**src/rtl/msrv32_trap_ctrl.sv**
```systemverilog
// msrv32_trap_ctrl
// Machine-mode trap and return sequencer for the msrv32 core.
// It watches the decoder exception flags, the fetch misalignment flag and the
// interrupt lines, and it steers the PC source, pipeline flush and CSR strobes
// through a short entry/return sequence.
//
// Ports:
//   clk_in, rst_in          clock; synchronous active-low reset
//   illegal_instr_in        decoder illegal-instruction flag
//   misaligned_instr_in     fetch target misaligned
//   misaligned_load_in      decoder misaligned-load flag
//   misaligned_store_in     decoder misaligned-store flag
//   opcode_6_to_2_in, funct3_in, funct7_in, rs2_addr_in
//                           instruction fields used to find ECALL/EBREAK/MRET
//   mie_in                  mstatus.MIE
//   irq_en_in, irq_pend_in  {MEIE,MTIE,MSIE} and {MEIP,MTIP,MSIP}
//   trap_taken_out          combinational: a trap is accepted this cycle
//   pc_src_out              00 boot, 01 mepc, 10 mtvec, 11 next-PC
//   flush_out               kill the instruction in the pipeline register
//   set_epc_out, set_cause_out
//                           mepc / mcause write strobes
//   cause_out, i_or_e_out   registered cause code and interrupt flag
//   mie_clear_out, mie_set_out
//                           mstatus.MIE clear on entry / restore on return
//   instret_inc_out         increment minstret
module msrv32_trap_ctrl #(
    parameter int CAUSE_W     = 4,
    parameter int ECALL_CAUSE = 11
) (
    input  logic               clk_in,
    input  logic               rst_in,
    input  logic               illegal_instr_in,
    input  logic               misaligned_instr_in,
    input  logic               misaligned_load_in,
    input  logic               misaligned_store_in,
    input  logic [4:0]         opcode_6_to_2_in,
    input  logic [2:0]         funct3_in,
    input  logic [6:0]         funct7_in,
    input  logic [4:0]         rs2_addr_in,
    input  logic               mie_in,
    input  logic [2:0]         irq_en_in,
    input  logic [2:0]         irq_pend_in,
    output logic               trap_taken_out,
    output logic [1:0]         pc_src_out,
    output logic               flush_out,
    output logic               set_epc_out,
    output logic               set_cause_out,
    output logic [CAUSE_W-1:0] cause_out,
    output logic               i_or_e_out,
    output logic               mie_clear_out,
    output logic               mie_set_out,
    output logic               instret_inc_out
);

    typedef enum logic [1:0] {
        ST_RESET       = 2'd0,
        ST_OPERATING   = 2'd1,
        ST_TRAP_TAKEN  = 2'd2,
        ST_TRAP_RETURN = 2'd3
    } state_t;

    state_t               state_q, state_d;
    logic [CAUSE_W-1:0]   cause_q, cause_d;
    logic                 i_or_e_q, i_or_e_d;

    logic                 sys_f3_zero;
    logic                 is_ecall, is_ebreak, is_mret;
    logic [2:0]           irq_vec;
    logic                 irq, exc;
    logic [CAUSE_W-1:0]   trap_cause;
    logic                 trap_is_irq;

    // Decode of the SYSTEM instructions that matter here and the trap
    // conditions. irq_vec bit order is {MEI, MTI, MSI}.
    always_comb begin
        sys_f3_zero = (opcode_6_to_2_in == 5'b11100) && (funct3_in == 3'b000);
        is_ecall    = sys_f3_zero && (funct7_in == 7'b0000000) && (rs2_addr_in == 5'd0);
        is_ebreak   = sys_f3_zero && (funct7_in == 7'b0000000) && (rs2_addr_in == 5'd1);
        is_mret     = sys_f3_zero && (funct7_in == 7'b0011000) && (rs2_addr_in == 5'd2);
        irq_vec     = irq_en_in & irq_pend_in;
        irq         = mie_in & (|irq_vec);
        exc         = illegal_instr_in | misaligned_instr_in | misaligned_load_in |
                      misaligned_store_in | is_ecall | is_ebreak;
    end

    // Cause selection: interrupts first (MEI, MSI, MTI), then exceptions.
    // EBREAK outranks a misaligned fetch because both can flag on the same
    // instruction and the breakpoint is what the debugger expects to see.
    always_comb begin
        trap_cause  = '0;
        trap_is_irq = 1'b0;
        if (irq && irq_vec[2]) begin
            trap_cause  = CAUSE_W'(11);
            trap_is_irq = 1'b1;
        end else if (irq && irq_vec[0]) begin
            trap_cause  = CAUSE_W'(3);
            trap_is_irq = 1'b1;
        end else if (irq && irq_vec[1]) begin
            trap_cause  = CAUSE_W'(7);
            trap_is_irq = 1'b1;
        end else if (is_ebreak) begin
            trap_cause  = CAUSE_W'(3);
        end else if (misaligned_instr_in) begin
            trap_cause  = CAUSE_W'(0);
        end else if (illegal_instr_in) begin
            trap_cause  = CAUSE_W'(2);
        end else if (is_ecall) begin
            trap_cause  = CAUSE_W'(ECALL_CAUSE);
        end else if (misaligned_load_in) begin
            trap_cause  = CAUSE_W'(4);
        end else if (misaligned_store_in) begin
            trap_cause  = CAUSE_W'(6);
        end
    end

    // Next state and outputs. Only OPERATING can accept a trap; the entry and
    // return states are one-cycle redirects that ignore new requests. A trap
    // seen together with MRET wins and the MRET is dropped.
    always_comb begin
        state_d         = state_q;
        cause_d         = cause_q;
        i_or_e_d        = i_or_e_q;
        trap_taken_out  = 1'b0;
        pc_src_out      = 2'b11;
        flush_out       = 1'b0;
        set_epc_out     = 1'b0;
        set_cause_out   = 1'b0;
        mie_clear_out   = 1'b0;
        mie_set_out     = 1'b0;
        instret_inc_out = 1'b0;
        unique case (state_q)
            ST_RESET: begin
                pc_src_out = 2'b00;
                flush_out  = 1'b1;
                state_d    = ST_OPERATING;
            end
            ST_OPERATING: begin
                trap_taken_out = irq | exc;
                if (irq | exc) begin
                    state_d  = ST_TRAP_TAKEN;
                    cause_d  = trap_cause;
                    i_or_e_d = trap_is_irq;
                end else if (is_mret) begin
                    state_d = ST_TRAP_RETURN;
                end else begin
                    instret_inc_out = 1'b1;
                end
            end
            ST_TRAP_TAKEN: begin
                pc_src_out    = 2'b10;
                flush_out     = 1'b1;
                set_epc_out   = 1'b1;
                set_cause_out = 1'b1;
                mie_clear_out = 1'b1;
                state_d       = ST_OPERATING;
            end
            ST_TRAP_RETURN: begin
                pc_src_out  = 2'b01;
                flush_out   = 1'b1;
                mie_set_out = 1'b1;
                state_d     = ST_OPERATING;
            end
            default: begin
                state_d = ST_RESET;
            end
        endcase
    end

    // State, cause and interrupt flag registers; reset wins from any state.
    always_ff @(posedge clk_in) begin
        if (!rst_in) begin
            state_q  <= ST_RESET;
            cause_q  <= '0;
            i_or_e_q <= 1'b0;
        end else begin
            state_q  <= state_d;
            cause_q  <= cause_d;
            i_or_e_q <= i_or_e_d;
        end
    end

    assign cause_out  = cause_q;
    assign i_or_e_out = i_or_e_q;

endmodule
```
**config.mk**
```make
export PLATFORM = sky130hd
export DESIGN_NAME = msrv32_trap_ctrl
export DESIGN_NICKNAME = d
export VERILOG_FILES = /design/src/rtl/msrv32_trap_ctrl.sv
export SDC_FILE = /design/constraint.sdc
export NUM_CORES = 1
export LEC_CHECK = 0
export BUFFER_PORTS_ARGS = -buffer_cell sky130_fd_sc_hd__clkbuf_2
export CAP_MARGIN = 20
export CORE_MARGIN = 2
export CORE_UTILIZATION = 40
export DETAILED_ROUTE_END_ITERATION = 6
export PLACE_DENSITY = 0.93
export SLEW_MARGIN = 10
export SYNTH_ARGS = -nofsm -noshare
export SYNTH_HDL_FRONTEND = slang
export SYNTH_SLANG_ARGS = --single-unit
```
**constraint.sdc**
```tcl
create_clock -name clk_in -period 3.4 [get_ports clk_in]
set_input_delay 0.68 -clock clk_in [delete_from_list [all_inputs] [get_ports clk_in]]
set_output_delay 0.68 -clock clk_in [all_outputs]
set_load 0.005 [all_outputs]
```
# Word-level counts from Yosys, hierarchy flattened
# Cells that the tools add are included.
[op_classes]
n_eq_ne = 8
mux = 23
n_bitwise = 8
reduce_logical = 16
[ops]
columns = ["operator", "count"]
rows = [
  ["4-bit two-way mux", 7],
  ["1-bit two-way mux", 10],
  ["1-bit logical AND", 9],
  ["7-bit by 5-bit == test with 1-bit output (second input constant)", 1],
  ["7-bit zero test", 1],
  ["3-bit two-way mux", 2],
  ["1-bit OR", 6],
  ["2-bit one-hot mux with 3 select lines", 1],
  ["3-bit OR reduction", 2],
  ["5-bit by 1-bit == test with 1-bit output (second input constant)", 1],
  ["5-bit by 2-bit == test with 1-bit output (second input constant)", 1],
  ["5-bit == test (second input constant)", 1],
  ["5-bit zero test", 1],
  ["2-bit == test (second input constant)", 2],
  ["2-bit two-way mux", 2],
  ["2-bit one-hot mux with 2 select lines", 1],
  ["3-bit bitwise AND", 1],
  ["3-bit zero test", 1],
  ["3-bit != test (second input constant)", 1],
  ["2-bit by 1-bit == test with 1-bit output (second input constant)", 1],
  ["2-bit zero test", 1],
  ["2-bit AND reduction", 1],
  ["1-bit bitwise AND", 1],
]
[word_totals]
register_bits = 7
inputBits = 33
wordCells = 58

# Depth between registers and ports, before layout
# Gate-level depths: netlist (run 1).
[depth]
word_depth = 11
ltp_mapped = 6

# Worst setup path after synthesis (run 1)
# Ideal clock, no wire load.
[synth_timing]
path_kind = "in2out"
from = "in illegal_instr_in"
to = "out trap_taken_out"
arrival_time_ns = 1.597
required_ns = 2.720
path_slack_ns = 1.123
cell_stages = 3
path_cell_list = "or4_1 -> a211o_1 -> o2bb2ai_2"
[synth_between]
elab_chain_len = 7
[synth_lines]
columns = ["element", "line", "rtl"]
rows = [
  ["start, declared", "32", "input logic illegal_instr_in,"],
  ["1-bit OR (3 in a row)", "82", "exc = illegal_instr_in | misaligned_instr_in | misaligned_load_in |"],
  ["1-bit OR (2 in a row)", "83", "misaligned_store_in | is_ecall | is_ebreak;"],
  ["1-bit OR", "138", "trap_taken_out = irq | exc;"],
  ["1-bit two-way mux", "131", "unique case (state_q)"],
  ["end, declared", "43", "output logic trap_taken_out,"],
]
# No other way between the ends.

# Worst setup path after layout (run 1)
# Same ends and word-level chain as after synthesis.

==> impl_results.md, run 1 <==
- Layout cell share with drive strength beyond 1: 0.4370
- Power density over the cells: approximately 290 nW/um^2
- Post-cts resize count: 0
- Mapped cell area: about 570 um^2
- Die W: around 42 um
- Fin crit share: 0.7603
- Post-DP HPWL: between 1000 and 1500 um
- Outcome: finished clean
- Total track usage: 0.1821
- Finish-stage setup viols: 0
- Setup ws final: a little over 0.8 ns
- Total core area: 1318 um^2
- Via Count: roughly 710
- Wirelength per Cell: 11.44 um
- Largest net degree at the start of global routing: 10
- CTS tree: built
- Dpl cells: 130
- Clk sink count: 7
- Hold Crit Class: reg2reg
- Row cnt: 13
- Worst hold stages: 2
- Post-DRT Antenna Nets: 0
- Antenna violations before repair: 0
- GP Congestion: 0.7549
- Multi-input logic area: slightly below 400 um^2
- Fmax: roughly 0.39 GHz
- Post-Syn Instances: 71
- Async SR Flop Fraction: 0
- Post-CTS setup buffers: 0
- Worst-path clk slew: approximately 0.060 ns
- Setup crit end kind: output port
- Dominant synthesized flop cell: dfxtp_1
- Synth warn: 0
- Critical path type: in2out
- DR iter-0 viols: 15
- Clk_skew: ~0.0064 ns
- Peak VDD IR: between 0.00015 and 0.0002 V
- Max Root-Sink Buffers: 2
- Hold-fix buffers, CTS: 0
- Syn Nets: 108
- GRT overflow: 0
- Clock root buffer: clkbuf_4
- Die footprint: between 1500 and 2000 um^2
- Vias/cell: 5.291
- Fill cells: between 100 and 150
- Clk_lat worst skew: 0.25 ns
- Startpoint Class: input port
- DRT Pass-1 Iters: 4
- Register area: 140.1 um^2
- Tmin final: approximately 2.6 ns
- Yosys cell types: 35
- Worst EP required: 2.72 ns
- Area grow syn2layout: 46.02%
- RSZ-0062 raised after global routing: false
- CTS Buf Count: 3
- Ports: 47
- Worst R2R Path Depth: 6
- Port-buffer cells: 46
- Htree depth: 1
- N_diodes: 0
- #FFs+latches synth: 7
- Worst Max-Slew Pin Slew: just under 0.6 ns
- Non-Filler Instances: about 130
- First-pass GRT wire length: 2504 um
- Max Cap Viol: 0
- Post-synthesis sequential area ratio: 0.2478
- Static Leak: slightly above 0.4 nW
- Die height: between 40 and 50 um
- Number of synthesized flops with an enable pin: 0
- Starting Density: 0.4292
- Total wire length: between 1500 and 2000 um
- Vias in the first global route: between 600 and 700
- Place WS: 0.8174 ns
- Setup TNS: 0 ns
- CP Max Fanout: 6
- Final hold viol count: 0
- Fin nets: around 160
- Syn_area_per_cell: 7.965 um^2
- Slew HR: 0.6128
- Arr. time, crit path: roughly 1.9 ns
- Slew Viols, Final: 0
- DRC: 0
## cell usage after synthesis, drive strengths merged (2+ instances only)
cell type	count	area [um^2]
nor2b	2	12.51
nand2	5	18.77
inv	6	22.52
nor4	2	12.51
dfxtp	7	140.1
ha	4	50.05
and2	3	18.77
a31oi	3	18.77
nor3	2	10.01
or2	2	12.52
o22ai	2	18.77
buf	2	15.01
o21ai	9	45.04
a21oi	4	20.02
## cells in the final DEF, fill, tap and decap left out, types with 2 or more instances in the layout
cell and n:
nor2b_1 2, o21ai_1 6, clkbuf_2 46, a21oi_1 4
o21ai_0 3, ha_1 4, a31oi_1 3, inv_1 6
nand2_1 5, nor3_1 2, dfxtp_1 7, and2_1 3
nor4_1 2, clkbuf_4 3
## power by group
part | internal, mW | switching [mW] | total [mW]
Combinational | 0.0381 | 0.0351 | 0.0732
Sequential | 0.0882 | 0.00472 | 0.0930
Clock | 0.0449 | 0.0315 | 0.0763
Total | 0.171 | 0.0713 | 0.243
## cells by family after synthesis
group	count (synthesis)	synth area share
flops	7	0.2478
simple gates	25	0.2655
compound gates	27	0.3319
buf+inv	8	0.06636
fa+ha+maj	4	0.08850
## per-stage QoR
stage,instance area [um^2],hold slack [ns],total power [mW],utilization
2_1_floorplan,565.5,0.4626,0.1296,-
3_3_place_gp,799.5,0.4649,0.1657,0.6068
3_5_place_dp,799.5,0.4652,0.1672,0.6068
4_1_cts,825.8,0.4730,0.2452,0.6268
5_1_grt,825.8,0.4980,0.2594,0.6268
6_report,825.8,0.4717,0.2425,0.6268
## layer usage
layer,GRT usage,vias to the layer above,share of wire
met2,0.3125,23,0.52
met4,0.07097,0,0
met1,0.2139,312,0.43
met5,0,-,0
li1,-,374,-
met3,0.04783,0,0.055
## path summary, 6_finish.rpt
kind	start	endpoint	slack, ns
max	illegal_instr_in	trap_taken_out	0.82
min	cause_out[2]	cause_out[2]	0.47
max reg2reg	state_q[1]	i_or_e_out	1.93
min reg2reg	cause_out[2]	cause_out[2]	0.47
## sequential cells by signal, summed over array words and instances (netlist names)
| name | count |
|---|---|
| cause_out | 4 |
| i_or_e_out | 1 |
| state_q | 2 |
## area by class of cell
| class | count | area share |
|---|---|---|
| repair buffers | 46 | 0.2788 |
| multi-input cells | 56 | 0.4697 |
| inverters | 6 | 0.02727 |
| clock buffers | 4 | 0.03182 |
| flip-flops and latches | 7 | 0.1697 |
| well taps | 15 | 0.02273 |
## worst max-delay path, stage by stage
cell and delay, ns:
clkbuf_2 0.11, or4_1 0.53, a211o_1 0.28, o2bb2ai_2 0.18, clkbuf_2 0.13
(Power assumes the default switching activity.)
==> run 2, diff against run 1 <==
- CORE_ASPECT_RATIO: unset -> 1.25
- CORE_UTILIZATION: 40 -> 33
- PLACE_DENSITY: 0.93 -> 0.83
- clock period: 3.4 -> 2.3 ns (I/O delays scaled with it)
==> run 2 against run 1 <==
Net effect: hold slack improved by 0.0014 ns; clock power rose by 42%; total power increased by 48%; design area grew 2.3%; sequential cell count did not move; critical path depth unchanged; die area is 19% higher; sequential power increased by 47%; first-iteration DRC count unchanged; clock skew shrank 0.0055 ns; core utilization decreased by 9.3 points.
==> impl_results.md, run 2 (synthesis gave the netlist of run 1 again) <==
- GRT overflow: 0 (unchanged)
- Max Cap Viol: 0 (unchanged)
- Clk_lat worst skew: 0.25 ns (about the same)
- Worst R2R Path Depth: 6 (unchanged)
- Met2 Usage GRT: 0.2708 (-0.04167)
- Setup crit start: misaligned_instr_in
- Total wire length: 1585 um (+3.4%)
- Hold-fix buffers, CTS: 0 (unchanged)
- Wirelength per Cell: 11.40 um (-0.33%)
- Clk_skew: 0.0009124 ns (-0.005467 ns)
- GR Layer Usage met3: 0.01327 (-0.03455)
- Area grow syn2layout: 49.34%
- Row cnt: 16 (+3)
- Post-DP HPWL: 1366 um (+5.5%)
- Leading cell types in the layout, fill and taps excluded: clkbuf_2, dfxtp_1, o21ai_1, inv_1, nand2_1
- Fin crit share: 0.9359
- Arr. time, crit path: 1.69 ns (-0.21 ns)
- Worst hold stages: 2 (unchanged)
- Commonest non-fill, non-tap cell in the layout: clkbuf_2
- CTS tree: built
- Multi-input logic area: 387.9 um^2 (unchanged)
- GP Congestion: 0.7834 (+3.8%)
- GRT Max-Usage Layer: met2
- Port-buffer cells: 46 (unchanged)
- Antenna violations before repair: 0 (unchanged)
- Fin nets: 159 (+1.3%)
- R2r startpoint: state_q[1]
- Total core area: 1582 um^2 (+20%)
- CP Max Fanout: 6 (unchanged)
- Setup ws final: 0.1475 ns (-0.6676 ns)
- WHS: 0.4731 ns (+0.001355 ns)
- Dpl cells: 135 (+3.8%)
- Die height: 50.29 um (+21%)
- Post-DRT Antenna Nets: 0 (unchanged)
- RSZ-0062 raised after global routing: false
- Post-cts resize count: 0 (unchanged)
- Clk sink count: 7 (unchanged)
- Slew Viols, Final: 0 (unchanged)
- Register area: 140.1 um^2 (unchanged)
- Vias/cell: 5.237 (-1.0%)
- N_diodes: 0 (unchanged)
- CTS Buf Count: 3 (unchanged)
- First-pass GRT wire length: 2214 um (-12%)
- Largest net degree at the start of global routing: 10 (unchanged)
- Worst EP required: 1.84 ns (-0.88 ns)
- Fin area: 844.6 um^2 (+2.3%)
- Setup crit end kind: output port
- Htree depth: 1 (unchanged)
- Finish-stage setup viols: 0 (unchanged)
- Vias in the first global route: 643 (+5.4%)
- Fmax: between 0.4 and 0.5 GHz
- Via Count: 728 (+2.7%)
- Setup TNS: 0 ns (unchanged)
- Worst Max-Slew Pin Slew: 0.3434 ns (-0.2329 ns)
- Clock root buffer: clkbuf_4
- Critical path type: in2out
- Max Root-Sink Buffers: 2 (unchanged)
- Met1 GRT Util: 0.1507 (-0.06322)
- Total track usage: 0.1505 (-0.03168)
- Non-Filler Instances: 139 (+3.7%)
- Ports: 47 (unchanged)
- Layout cell share with drive strength beyond 1: 0.4463 (+0.009306)
- Max reg flops: 4 (unchanged)
- Hold Crit Class: reg2reg
- Starting Density: 0.3576 (-0.07165)
- Die footprint: 2063 um^2 (+19%)
- Fill cells: 161 (+26%)
- Post-CTS setup buffers: 0 (unchanged)
- RR Endpoint: i_or_e_out
- Place WS: 0.1660 ns (-0.6513 ns)
- Die W: 41.03 um (-1.4%)
- DRT Pass-1 Iters: 4 (unchanged)
- Tmin final: ~2.2 ns
- Worst-path clk slew: 0.05 ns (about the same)
- CP Capture Point: trap_taken_out
- DR iter-0 viols: 15 (unchanged)
- R2R Setup Slk: 0.83 ns (-1.10 ns)
- Outcome: finished clean
- Static Leak: 0.4208 nW (+2.4%)
- Startpoint Class: input port
- DRC: 0 (unchanged)
- Peak VDD IR: 0.0002793 V (+62%)
- Slew HR: 0.7651 (+0.1523)
- Placed cell area: 818.3 um^2 (+2.3%)
- Final hold viol count: 0 (unchanged)
- Power density over the cells: 423.6 nW/um^2 (+44%)
-- run 2: worst min-delay path by stage --
stage	start	to	slack, ns
CTS	cause_out[2]	cause_out[2]	0.48
detailed placement	cause_out[2]	cause_out[2]	0.47
finish	cause_out[2]	cause_out[2]	0.47
global route	cause_out[2]	cause_out[2]	0.51
floorplan	cause_out[2]	cause_out[2]	0.46
global placement	cause_out[2]	cause_out[2]	0.47
-- run 2: layout make-up --
type / instances / share of cell area
tap: 18 / 0.02667
timing repair buffer: 48 / 0.2904
inverter: 6 / 0.02667
sequential: 7 / 0.1659
clock buffer: 4 / 0.03111
multi-input combinational: 56 / 0.4593
-- run 2: metrics by stage --
step | total power, mW | utilization
6_report | 0.3577 | 0.5340
5_1_grt | 0.3795 | 0.5340
4_1_cts | 0.3637 | 0.5340
3_5_place_dp | 0.2516 | 0.5174
3_3_place_gp | 0.2485 | 0.5174
2_1_floorplan | 0.1915 | -
-- run 2: worst max-delay path, cell delays in order --
cell	delay [ns]
clkbuf_2	0.13
or4_1	0.51
a211o_1	0.27
o2bb2ai_2	0.18
clkbuf_2	0.14
-- run 2: power by group --
part           switching [mW]  total [mW]  internal (mW)
Sequential            0.00594       0.137          0.131
Clock                  0.0424       0.108         0.0660
Combinational          0.0540       0.113         0.0587
-- run 2: routing by layer --
layer,share of wire,up-vias,wire length [um]
met5,0,-,0
met4,0.0088,0,14
met3,0.069,2,109
met2,0.51,35,814
met1,0.41,317,647
li1,-,374,-
